$ cat config.mk
export PLATFORM = sky130hd
export DESIGN_NAME = spi_flash_arbiter
export DESIGN_NICKNAME = d
export VERILOG_FILES = /design/src/rtl/spi_flash_arbiter_pkg.sv /design/src/rtl/spi_flash_arbiter_cs_sync.sv /design/src/rtl/spi_flash_arbiter.sv
export SDC_FILE = /design/constraint.sdc
export NUM_CORES = 1
export LEC_CHECK = 0
export BUFFER_PORTS_ARGS = -buffer_cell sky130_fd_sc_hd__buf_2
export CELL_PAD_IN_SITES_DETAIL_PLACEMENT = 1
export CELL_PAD_IN_SITES_GLOBAL_PLACEMENT = 1
export CORE_AREA = 2 2 48 50
export CTS_CLUSTER_SIZE = 24
export DETAILED_ROUTE_END_ITERATION = 10
export DIE_AREA = 0 0 50 52
export MAX_ROUTING_LAYER = met4
export PLACE_DENSITY = 0.7
export SETUP_SLACK_MARGIN = 0.5
export SYNTH_ARGS = -nofsm -noshare
export SYNTH_HDL_FRONTEND = slang
export SYNTH_HIERARCHICAL = 1
export SYNTH_SLANG_ARGS = --single-unit
$ cat constraint.sdc
create_clock -name sysclk -period 1.98 [get_ports sysclk]
set_input_delay 0.198 -clock sysclk [delete_from_list [all_inputs] [get_ports sysclk]]
set_output_delay 0.198 -clock sysclk [all_outputs]
set_load 0.01 [all_outputs]
$ cat src/rtl/spi_flash_arbiter_pkg.sv
// ---------------------------------------------------------------------------
// spi_flash_arbiter_pkg : shared state encoding and timing defaults
// Rev 1.0
// ---------------------------------------------------------------------------
`default_nettype none

package spi_flash_arbiter_pkg;

  typedef enum logic [2:0] {
    ST_IDLE   = 3'd0,
    ST_GRANT0 = 3'd1,
    ST_GRANT1 = 3'd2,
    ST_GUARD  = 3'd3,
    ST_FAULT  = 3'd4
  } arb_state_e;

  localparam int REQ_DSP            = 0;
  localparam int REQ_CPU            = 1;
  localparam int DEF_SYNC_STAGES    = 2;
  localparam int DEF_GUARD_CYCLES   = 16;
  localparam int DEF_TIMEOUT_CYCLES = 1048575;
  localparam int HOLD_CNT_W         = 20;

  function automatic arb_state_e grant_state(input logic owner);
    return owner ? ST_GRANT1 : ST_GRANT0;
  endfunction

endpackage

`default_nettype wire

$ cat src/rtl/spi_flash_arbiter_cs_sync.sv
// ---------------------------------------------------------------------------
// spi_flash_arbiter_cs_sync : chip-select synchroniser, resets to deasserted
// Rev 1.0
// ---------------------------------------------------------------------------
`default_nettype none

module spi_flash_arbiter_cs_sync
  import spi_flash_arbiter_pkg::*;
#(
  parameter int SYNC_STAGES = DEF_SYNC_STAGES
) (
  input  logic clk_i,
  input  logic rst_ni,
  input  logic cs_inv_i,
  output logic cs_inv_o
);

  logic [SYNC_STAGES-1:0] sync_q;

  if (SYNC_STAGES == 1) begin : g_single
    always_ff @(posedge clk_i or negedge rst_ni) begin
      if (!rst_ni) begin
        sync_q <= 1'b1;
      end else begin
        sync_q <= cs_inv_i;
      end
    end
  end else begin : g_chain
    always_ff @(posedge clk_i or negedge rst_ni) begin
      if (!rst_ni) begin
        sync_q <= '1;
      end else begin
        sync_q <= {sync_q[SYNC_STAGES-2:0], cs_inv_i};
      end
    end
  end

  assign cs_inv_o = sync_q[SYNC_STAGES-1];

endmodule

`default_nettype wire

$ cat src/rtl/spi_flash_arbiter.sv
// ---------------------------------------------------------------------------
// spi_flash_arbiter : shares one SPI flash between DSP and CPU masters;
// hold timeout/FAULT handling enabled by SPI_FLASH_ARB_TIMEOUT_EN. Rev 1.0
// ---------------------------------------------------------------------------
`default_nettype none

module spi_flash_arbiter
  import spi_flash_arbiter_pkg::*;
#(
  parameter int SYNC_STAGES    = DEF_SYNC_STAGES,
  parameter int GUARD_CYCLES   = DEF_GUARD_CYCLES,
  parameter int TIMEOUT_CYCLES = DEF_TIMEOUT_CYCLES
) (
  input  logic       sysclk,
  input  logic       reset_INV,
  input  logic       enable,
  input  logic       req0_clk,
  input  logic       req0_mosi,
  input  logic       req0_cs_INV,
  output logic       req0_miso,
  input  logic       req1_clk,
  input  logic       req1_mosi,
  input  logic       req1_cs_INV,
  output logic       req1_miso,
  output logic       flash_clk,
  output logic       flash_mosi,
  output logic       flash_cs_INV,
  input  logic       flash_miso,
  output logic [1:0] gnt,
  output logic       timeout_flag
);

  localparam int GUARD_W = (GUARD_CYCLES > 1) ? $clog2(GUARD_CYCLES) : 1;
  localparam logic [GUARD_W-1:0] GUARD_LOAD = GUARD_W'(GUARD_CYCLES - 1);

  logic [1:0] cs_inv_raw;
  logic [1:0] cs_inv_sync;
  logic [1:0] act;
  logic       pick;

  arb_state_e         state_q, state_d;
  logic               last_owner_q, last_owner_d;
  logic [GUARD_W-1:0] guard_q, guard_d;
  logic [1:0]         gnt_q, gnt_d;
`ifdef SPI_FLASH_ARB_TIMEOUT_EN
  logic [HOLD_CNT_W-1:0] hold_q, hold_d;
  logic                  flag_q, flag_d;
`endif

  assign cs_inv_raw = {req1_cs_INV, req0_cs_INV};

  for (genvar i = 0; i < 2; i++) begin : g_sync
    spi_flash_arbiter_cs_sync #(
      .SYNC_STAGES(SYNC_STAGES)
    ) u_cs_sync (
      .clk_i   (sysclk),
      .rst_ni  (reset_INV),
      .cs_inv_i(cs_inv_raw[i]),
      .cs_inv_o(cs_inv_sync[i])
    );
  end

  assign act = ~cs_inv_sync;

  // On contention the requester that did not own the bus last goes first.
  assign pick = (act[REQ_DSP] && act[REQ_CPU]) ? ~last_owner_q : act[REQ_CPU];

  always_comb begin
    state_d      = state_q;
    last_owner_d = last_owner_q;
    guard_d      = guard_q;
`ifdef SPI_FLASH_ARB_TIMEOUT_EN
    hold_d       = hold_q;
    flag_d       = flag_q;
`endif
    if (!enable) begin
      state_d = ST_IDLE;
      guard_d = '0;
`ifdef SPI_FLASH_ARB_TIMEOUT_EN
      hold_d  = '0;
      flag_d  = 1'b0;
`endif
    end else begin
      case (state_q)
        ST_IDLE: begin
          if (|act) begin
            state_d      = grant_state(pick);
            last_owner_d = pick;
`ifdef SPI_FLASH_ARB_TIMEOUT_EN
            hold_d       = '0;
`endif
          end
        end
        ST_GRANT0, ST_GRANT1: begin
          // last_owner_q always names the current owner while in a grant state.
          if (!act[last_owner_q]) begin
            state_d = ST_GUARD;
            guard_d = GUARD_LOAD;
`ifdef SPI_FLASH_ARB_TIMEOUT_EN
          end else if (hold_q == HOLD_CNT_W'(TIMEOUT_CYCLES)) begin
            state_d = ST_FAULT;
            flag_d  = 1'b1;
          end else if (hold_q != '1) begin
            hold_d = hold_q + 1'b1;
`endif
          end
        end
        ST_GUARD: begin
          if (guard_q == '0) begin
            state_d = ST_IDLE;
          end else begin
            guard_d = guard_q - 1'b1;
          end
        end
`ifdef SPI_FLASH_ARB_TIMEOUT_EN
        ST_FAULT: begin
          if (!act[last_owner_q]) begin
            state_d = ST_GUARD;
            guard_d = GUARD_LOAD;
          end
        end
`endif
        default: state_d = ST_IDLE;
      endcase
    end
    gnt_d = {state_d == ST_GRANT1, state_d == ST_GRANT0};
  end

  always_ff @(posedge sysclk or negedge reset_INV) begin
    if (!reset_INV) begin
      state_q      <= ST_IDLE;
      last_owner_q <= 1'b1;
      guard_q      <= '0;
      gnt_q        <= 2'b00;
`ifdef SPI_FLASH_ARB_TIMEOUT_EN
      hold_q       <= '0;
      flag_q       <= 1'b0;
`endif
    end else begin
      state_q      <= state_d;
      last_owner_q <= last_owner_d;
      guard_q      <= guard_d;
      gnt_q        <= gnt_d;
`ifdef SPI_FLASH_ARB_TIMEOUT_EN
      hold_q       <= hold_d;
      flag_q       <= flag_d;
`endif
    end
  end

  assign gnt = gnt_q;

`ifdef SPI_FLASH_ARB_TIMEOUT_EN
  assign timeout_flag = flag_q;
`else
  assign timeout_flag = 1'b0;
`endif

  always_comb begin
    flash_clk    = 1'b0;
    flash_mosi   = 1'b0;
    flash_cs_INV = 1'b1;
    req0_miso    = 1'b0;
    req1_miso    = 1'b0;
    case (state_q)
      ST_GRANT0: begin
        flash_clk    = req0_clk;
        flash_mosi   = req0_mosi;
        flash_cs_INV = req0_cs_INV;
        req0_miso    = flash_miso;
      end
      ST_GRANT1: begin
        flash_clk    = req1_clk;
        flash_mosi   = req1_mosi;
        flash_cs_INV = req1_cs_INV;
        req1_miso    = flash_miso;
      end
      default: ;
    endcase
  end

endmodule

`default_nettype wire

==> reports/qor.csv, run 1 <==
stage,metric,value,unit
outcome,outcome,completed,
power,power.total,0.707,mW
yosys,synth.lib_cells_used.distinct,31,
yosys,synthAdderAreaFrac,0.0166,
grt,vias_in_the_first_global_route,736,
floorplan,core.rowCount,17,
drt,ant_nets,0,
timing,holdWs,0.0199,ns
layout,final_core_utilization,0.543,
yosys,yosys.area_share.xor_xnor,0.0116,
layout,flow.area_growth_from_synthesis,51.8,%
setup_path,crit_required,1.78,ns
placed_design,gp_congestion,0.754,
timing,fmax,669,MHz
clocking,clock_root_buffer,clkbuf_4,
yosys,synth_sequential_area_ratio,0.473,
setup_path,worstSetupStartpointType,flip-flop,
setup_path,worstSetupPathType,reg2out,
yosys,ys_seq_elements,14,
timing,final_number_of_max_transition_violations,0,
clocking,cts_num_sinks,14,
clocking,path_clk_slew,0.09,ns
drt,num_vias,723,
clocking,htree_num_levels,1,
grt,gr_overflow_total,0,
floorplan,die_width,50,um
drt,routed_wire_length_per_instance,14.4,um
power,leakagePower,0.492,nW
worst_hold_path,hold_path_startpoint,req0_cs_INV,
clocking,cts-root-to-sink-buffers,2,
yosys,synth_compound_area_frac,0.211,
placed_design,detailed_place.area,858,um2
yosys,yosys_warnings,6,
job,cap_viol_max_count,0,
layout,diodes,0,
timing,layout_min_cycle_time,1.49,ns
grt,pin_count_of_the_biggest_net_entering_global_routing,15,
floorplan,core_area,2110,um2
placed_design,dp_hpwl,1280,um
yosys,synth_top_family_by_area,simple AND/OR/NAND/NOR gates,
yosys,syn-mean-instance-area,9.19,um2
clocking,tritoncts_clock_tree,done,
layout,layout-drive-gt1-share,0.535,
power,max-vdd-ir-drop,0.402,mV
grt,grt_usage,0.180,
worst_hold_path,whs_endpoint,g_sync[0].u_cs_sync/sync_q[0],
power,total_power_divided_by_cell_area,619,nW/um2
timing,setup_total_negative_slack,0,ns
timing,skew,0.00282,ns
drt,drt-initial-drc-count,10,
layout,nNetsFinal,126,
yosys,synthMuxAreaShare,0.0133,
drt,drtPass1Iterations,4,
worst_hold_path,min_path_cells,1,
drt,post-route-drc-count,0,
floorplan,ios,18,
timing,setup_violations,0,
setup_path,critical_path.endpoint_type,output port,
worst_hold_path,worstHoldPathType,in2reg,
grt,grt_first_pass_wirelength,3410,um
clocking,inserted_clock_buffers,3,
yosys,synth_edf_count,0,
drt,route.detailed.vias_per_inst,5.09,
floorplan,die_y,52,um
setup_path,cp.arrival,1.30,ns
timing,grt_setup_unrepaired,yes,
setup_path,worst_reg2reg_setup_slack,0.50,ns
drt,postRouteWirelength,2050,um
yosys,yosys.area_share.simple,0.221,
yosys,postSynthCellCount,82,
layout,postLayoutCellArea,1140,um2
timing,period_share,0.755,
yosys,synthFlopType,dfrtp_1,
setup_path,crit_path_max_fanout,6,
setup_path,reg2reg_start,state_q[1],
floorplan,floorplan.die_area,2600,um2
placed_design,place.port_buffers,16,
yosys,asyncSetResetFlopFracSynth,1.00,
grt,grt_antenna_before_repair,0,
setup_path,cell_depth_of_the_worst_flop_to_flop_path,6,
yosys,syn-cell-area,753,um2
timing,hold_viol_final,0,
setup_path,reg2reg_to,guard_q[3],
clocking,clk_latency,0.28,ns
floorplan,start_util,0.358,
-- registers in the layout (all words and copies together), names as in the netlist --
name,cells
g_sync.u_cs_sync/sync_q,4
guard_q,4
last_owner_q,1
state_q,3
gnt,2
-- layout make-up --
class	count	area, um2
timing repair buffer	31	215
multi-input combinational	61	483
inverter	4	15.0
clock buffer	4	36.3
sequential	14	359
tap	28	35.0
fill	243	962
-- cells in the final DEF, fill, tap and decap left out, types with 2 or more instances in the layout --
cell,count
o21ai_0,6
buf_2,16
nor2b_1,2
buf_6,2
dfrtp_2,2
inv_2,2
nand2b_1,3
dfstp_2,5
dfrtp_1,7
a21oi_1,5
inv_1,2
nor2b_2,2
nor2_1,9
conb_1,2
nor3b_2,2
clkbuf_4,3
buf_4,11
nand2_1,4
nand3_1,2
nand2b_4,2
o21ai_1,2
-- per-stage QoR --
stage                     setup slack, ns  cells
after global placement              0.374    124
after floorplan                     0.538     83
final                               0.486    142
after CTS                           0.463    137
after global routing                0.415    142
after detailed placement            0.343    124
-- critical path, cell delays in order, from the launching register on --
cell and delay (ns):
dfrtp_2 0.46, nor2b_2 0.18, a22oi_1 0.18, nor2_1 0.06
buf_2 0.14
-- power by group --
| part | internal, mW | switching, mW | total [mW] |
|---|---|---|---|
| clock network | 0.112 | 0.0996 | 0.212 |
| registers | 0.310 | 0.0180 | 0.328 |
| logic | 0.0856 | 0.0821 | 0.168 |
| total | 0.508 | 0.200 | 0.707 |
-- kinds of logic (layout without fill, tap and decap cells) --
| kind of cell | Yosys count | after routing |
|---|---|---|
| compound gates | 24 | 24 |
| xor+xnor | 1 | 1 |
| fa+ha+maj | 1 | 1 |
| buf+inv | 8 | 39 |
| flops | 14 | 14 |
| mux | 1 | 1 |
| other cells | 1 | 2 |
| simple gates | 32 | 32 |
-- worst max path at each step --
stage | depth (start not counted) | endpoint | from
after CTS | 6 | guard_q[3] | guard_q[0]
after detailed placement | 6 | guard_q[3] | guard_q[0]
after global routing | 4 | flash_clk | state_q[1]
after floorplan | 6 | guard_q[3] | guard_q[0]
after global placement | 6 | guard_q[3] | guard_q[0]
final | 4 | flash_clk | state_q[1]
-- cells in the mapped netlist, drive strengths merged, types with 2 or more instances --
library cell,instances,area (um2)
nor3b,3,22.5
nand2,4,15.0
nor2b,4,25.0
inv,4,15.0
a22oi,2,15.0
o21ai,8,40.0
nor2,10,37.5
nand2b,5,31.3
buf,3,17.5
a21oi,6,30.0
o32ai,2,25.0
dfstp,5,131
nand3,2,10.0
dfrtp,9,225
-- what timing repair did --
action,4_1_cts,5_1_grt
pin swaps,1,6
endpoints found under the setup margin,9,12
hold endpoints to repair,9,0
resized for setup,10,24
hold buffers,1,0
buffers inserted,8,5
-- routing by layer --
| layer | global-route usage | up-vias | part of all wire | wire, um |
|---|---|---|---|---|
| met1 | 0.219 | 353 | 0.46 | 944 |
| li1 | - | 352 | - | - |
| met2 | 0.296 | 16 | 0.50 | 1020 |
| met4 | 0.0556 | 0 | 0.0054 | 11 |
| met5 | - | - | 0 | 0 |
| met3 | 0.0431 | 2 | 0.037 | 75 |
Power figures use the tool's default switching activity.
==> run 2, diff against run 1 <==
- CORE_AREA: 2 2 48 50 -> 2 2 51 53
- DIE_AREA: 0 0 50 52 -> 0 0 53 55
- PLACE_DENSITY: 0.7 -> 0.65
- clock period: 1.98 -> 1.3 ns (I/O delays scaled with it)
==> reports/qor.csv, run 2 (synthesis gave the netlist of run 1 again) <==
stage,metric,value,unit
outcome,outcome,"complete, but fails checks",
outcome,failed_checks,negative setup slack,
placed_design,place.port_buffers,16,
job,cap_viol_max_count,0,
drt,routed_wire_length_per_instance,16.7,um
timing,period_share,1.15,
placed_design,dp_hpwl,1500,um
power,power.total,1.13,mW
drt,post-route-drc-count,0,
drt,route.detailed.vias_per_inst,4.97,
floorplan,core_area,2360,um2
layout,most_used_cells_in_the_layout_excluding_fill_and_tap_cells,"buf_4 (19), buf_2 (14), nor2_1 (7), dfrtp_1 (7), buf_6 (6)",
drt,postRouteWirelength,2620,um
floorplan,floorplan.die_area,2920,um2
timing,grt_setup_unrepaired,yes,
setup_path,worstSetupPathType,reg2reg,
setup_path,cp.arrival,1.66,ns
setup_path,worstSetupStartpointType,flip-flop,
timing,layout_min_cycle_time,1.50,ns
drt,drt-initial-drc-count,5,
placed_design,numPlacedInstances,136,
grt,grt_first_pass_wirelength,3630,um
power,leakagePower,0.567,nW
power,max-vdd-ir-drop,0.587,mV
placed_design,gp_congestion,0.805,
floorplan,die_y,55,um
floorplan,start_util,0.319,
clocking,inserted_clock_buffers,3,
clocking,path_clk_slew,0.09,ns
power,total_power_divided_by_cell_area,845,nW/um2
timing,final_number_of_max_transition_violations,0,
setup_path,critical_path.endpoint_type,flip-flop,
timing,setup_violations,14,
grt,gr_overflow_total,0,
timing,hold_viol_final,0,
grt,vias_in_the_first_global_route,786,
timing,fmax,669,MHz
clocking,cts-root-to-sink-buffers,2,
clocking,clock_root_buffer,clkbuf_4,
drt,drtPass1Iterations,4,
clocking,htree_num_levels,1,
clocking,clk_latency,0.28,ns
floorplan,die_width,53,um
drt,num_vias,781,
layout,largestRegisters,"g_sync.u_cs_sync/sync_q x4, guard_q x4, state_q x3",
layout,diodes,0,
timing,skew,0.0106,ns
layout,flow.area_growth_from_synthesis,77.7,%
clocking,tritoncts_clock_tree,done,
timing,worst_slack,-0.195,ns
setup_path,crit_path_max_fanout,3,
setup_path,crit_required,1.47,ns
drt,ant_nets,0,
layout,nNetsFinal,139,
layout,fillers,266,
clocking,cts_num_sinks,14,
grt,pin_count_of_the_biggest_net_entering_global_routing,15,
layout,layout_commonest_cell,buf_4,
grt,grt_usage,0.181,
layout,layout-drive-gt1-share,0.638,
floorplan,ios,18,
grt,grt_antenna_before_repair,0,
layout,fin_cells,157,
worst_hold_path,worstHoldPathType,in2reg,
floorplan,core.rowCount,18,
==> run 2: cell type report <==
| cell class | instances | area [um2] | share of cell area |
|---|---|---|---|
| Clock buffer | 4 | 36.3 | 0.0271 |
| Timing Repair Buffer | 44 | 345 | 0.258 |
| Tap cell | 30 | 37.5 | 0.0280 |
| Sequential cell | 14 | 359 | 0.268 |
| Multi-Input combinational cell | 61 | 546 | 0.407 |
| Inverter | 4 | 15.0 | 0.0112 |
==> run 2: worst paths after layout <==
check	slack, ns	depth (start not counted)	end	startpoint
worst min-delay path	0.14	3	guard_q[0]	enable
worst min register to register	0.36	0	g_sync[1].u_cs_sync/sync_q[1]	g_sync[1].u_cs_sync/sync_q[0]
worst max register to register	-0.20	4	guard_q[3]	last_owner_q
max in group asynchronous	0.73	2	g_sync[0].u_cs_sync/sync_q[0]	reset_INV
min in group asynchronous	0.27	2	gnt[0]	reset_INV
worst max-delay path	-0.20	4	guard_q[3]	last_owner_q
==> run 2: worst max-delay path, cell delays in order, from the launching register on <==
cell,delay [ns]
dfstp_2,0.58
mux2i_4,0.29
o32ai_4,0.14
a21boi_2,0.17
o211a_1,0.20
==> run 2: power by group <==
part	switching (mW)	leakage, nW	internal (mW)
Sequential	0.0246	0.172	0.472
Combinational	0.158	0.374	0.159
Clock	0.147	0.0210	0.170
Total	0.330	0.567	0.802
==> run 2: routing by layer <==
layer,GRT usage,wire [um],vias up
met1,0.208,1060,392
li1,-,-,369
met4,0.0385,39,0
met2,0.317,1450,14
met3,0.0511,69,6
met5,-,0,-
==> run 2: stage by stage <==
step	util	area, um2	setup TNS (ns)	setup slack (ns)	hold WS (ns)
2_1_floorplan	-	808	-0.109	-0.0997	-0.166
3_3_place_gp	0.411	971	-0.223	-0.101	0.0382
3_5_place_dp	0.411	971	-0.463	-0.173	0.0433
4_1_cts	0.504	1190	-1.16	-0.177	0.115
5_1_grt	0.566	1340	-2.65	-0.272	0.133
6_report	0.566	1340	-1.79	-0.195	0.145
==> run 2: repair_timing <==
action                                  4_1_cts  5_1_grt
hold endpoints to repair                     11        0
hold buffers                                  3        0
pin swaps                                     8       10
buffers inserted                              8        6
endpoints found under the setup margin       16       16
gates cloned                                  0        0
resized for setup                            23       18
==> run 3, diff against run 2 <==
- SKIP_LAST_GASP: default -> 1
==> reports/qor.csv, run 3 (synthesis gave the netlist of run 1 again) <==
stage,metric,value,unit
outcome,outcome,"complete, but fails checks",
outcome,failed_checks,negative setup slack,
grt,grt_usage,0.181,
worst_hold_path,min_path_cells,3,
placed_design,gp_congestion,0.805,
layout,largestRegisters,"g_sync.u_cs_sync/sync_q x4, guard_q x4, state_q x3",
timing,final_number_of_max_transition_violations,0,
power,power.total,1.11,mW
setup_path,critical_path.endpoint_type,flip-flop,
timing,setup_total_negative_slack,-1.56,ns
layout,layout-drive-gt1-share,0.632,
setup_path,crit_required,1.50,ns
clocking,inserted_clock_buffers,3,
setup_path,critical_path_max_stage_delay,0.44,ns
clocking,cts_num_sinks,14,
setup_path,cp.arrival,1.68,ns
clocking,tritoncts_clock_tree,done,
worst_hold_path,worstHoldPathType,in2reg,
clocking,cts-root-to-sink-buffers,2,
floorplan,ios,18,
drt,drt-initial-drc-count,10,
worst_hold_path,whs_endpoint,guard_q[0],
drt,post-route-drc-count,0,
drt,routed_wire_length_per_instance,16.2,um
setup_path,worst_reg2reg_setup_slack,-0.18,ns
clocking,path_clk_slew,0.09,ns
layout,nNetsFinal,137,
timing,worst_slack,-0.177,ns
floorplan,floorplan.die_area,2920,um2
layout,most_used_cells_in_the_layout_excluding_fill_and_tap_cells,"buf_4 (15), buf_2 (14), buf_6 (8)",
timing,hold_viol_final,0,
timing,skew,0.00540,ns
setup_path,worstSetupPathType,reg2reg,
drt,drtPass1Iterations,4,
timing,grt_setup_unrepaired,yes,
floorplan,core_area,2360,um2
job,cap_viol_max_count,0,
clocking,clk_latency,0.27,ns
timing,holdWs,0.144,ns
power,leakagePower,0.557,nW
layout,diodes,0,
placed_design,place.port_buffers,16,
placed_design,numPlacedInstances,136,
setup_path,crit_path_max_fanout,4,
setup_path,crit_chain,buf_6 > nor3_2 > a21oi_1 > o211ai_1 > nor3b_2,
timing,period_share,1.14,
grt,gr_overflow_total,0,
floorplan,die_width,53,um
timing,fmax,677,MHz
drt,postRouteWirelength,2510,um
floorplan,start_util,0.319,
grt,grt_antenna_before_repair,0,
layout,layout_commonest_cell,buf_4,
drt,route.detailed.vias_per_inst,5.07,
setup_path,worst_path_max_delay_cell,dfrtp_2,
drt,ant_nets,0,
layout,postLayoutCellArea,1320,um2
grt,grt_first_pass_wirelength,3630,um
timing,layout_min_cycle_time,1.48,ns
power,max-vdd-ir-drop,0.546,mV
timing,setup_violations,13,
clocking,clock_root_buffer,clkbuf_4,
drt,num_vias,786,
setup_path,reg2reg_to,gnt[1],
layout,fin_cells,155,
floorplan,core.rowCount,18,
layout,flow.area_growth_from_synthesis,75.4,%
grt,pin_count_of_the_biggest_net_entering_global_routing,15,
power,total_power_divided_by_cell_area,841,nW/um2
floorplan,die_y,55,um
setup_path,cell_depth_of_the_worst_flop_to_flop_path,5,
placed_design,dp_hpwl,1500,um
grt,vias_in_the_first_global_route,782,
setup_path,reg2reg_start,state_q[0],
worst_hold_path,hold_path_startpoint,enable,
setup_path,worstSetupStartpointType,flip-flop,
placed_design,detailed_place.area,971,um2
clocking,htree_num_levels,1,
## run 3: worst max-delay path by stage
stage,endpoint,slack [ns],from
floorplan,guard_q[3],-0.1,last_owner_q
global placement,guard_q[3],-0.10,last_owner_q
detailed placement,guard_q[3],-0.17,last_owner_q
CTS,flash_cs_INV,-0.18,state_q[0]
global route,gnt[1],-0.25,state_q[0]
finish,gnt[1],-0.18,state_q[0]
## run 3: repair_timing
| item | in CTS | in global routing |
|---|---|---|
| hold buffers | 3 | 0 |
| setup endpoints to repair | 16 | 16 |
| pin swaps | 8 | 9 |
| gates resized for setup | 21 | 20 |
| hold endpoints to repair | 11 | 0 |
| cloned | 0 | 0 |
| buffers inserted | 8 | 4 |
## run 3: report_power, final
part,switching (mW),leakage (nW),internal [mW]
Combinational,0.152,0.364,0.156
Clock,0.137,0.0210,0.170
Sequential,0.0244,0.172,0.472
## run 3: stage by stage
stage	worst slack, ns	util
global route	-0.249	0.559
detailed placement	-0.173	0.411
finish	-0.177	0.559
global placement	-0.101	0.411
CTS	-0.177	0.503
floorplan	-0.0997	-
## run 3: worst max-delay path, delay by kind of cell (launching register included)
family,cells,cell delay [ns]
flip-flops,1,0.44
AND/OR/NAND/NOR,2,0.44
AO/OA/AOI/OAI,2,0.38
buffers and inverters,1,0.14
## run 3: final cells by class
cell class	instances	area, um2
sequential	14	359
multi-input combinational	61	536
clock buffer	4	36.3
fill	262	1040
inverter	4	15.0
timing repair buffer	42	338
tap	30	37.5
## run 3: metal layers
metal  share of wire  global-route usage  wire length (um)  vias to the layer above
li1                -                   -                 -                      369
met1            0.41               0.208              1030                      393
met2            0.54               0.317              1340                       16
met3           0.027              0.0511                68                        8
met4           0.026              0.0385                65                        0
met5               0                   -                 0                        -
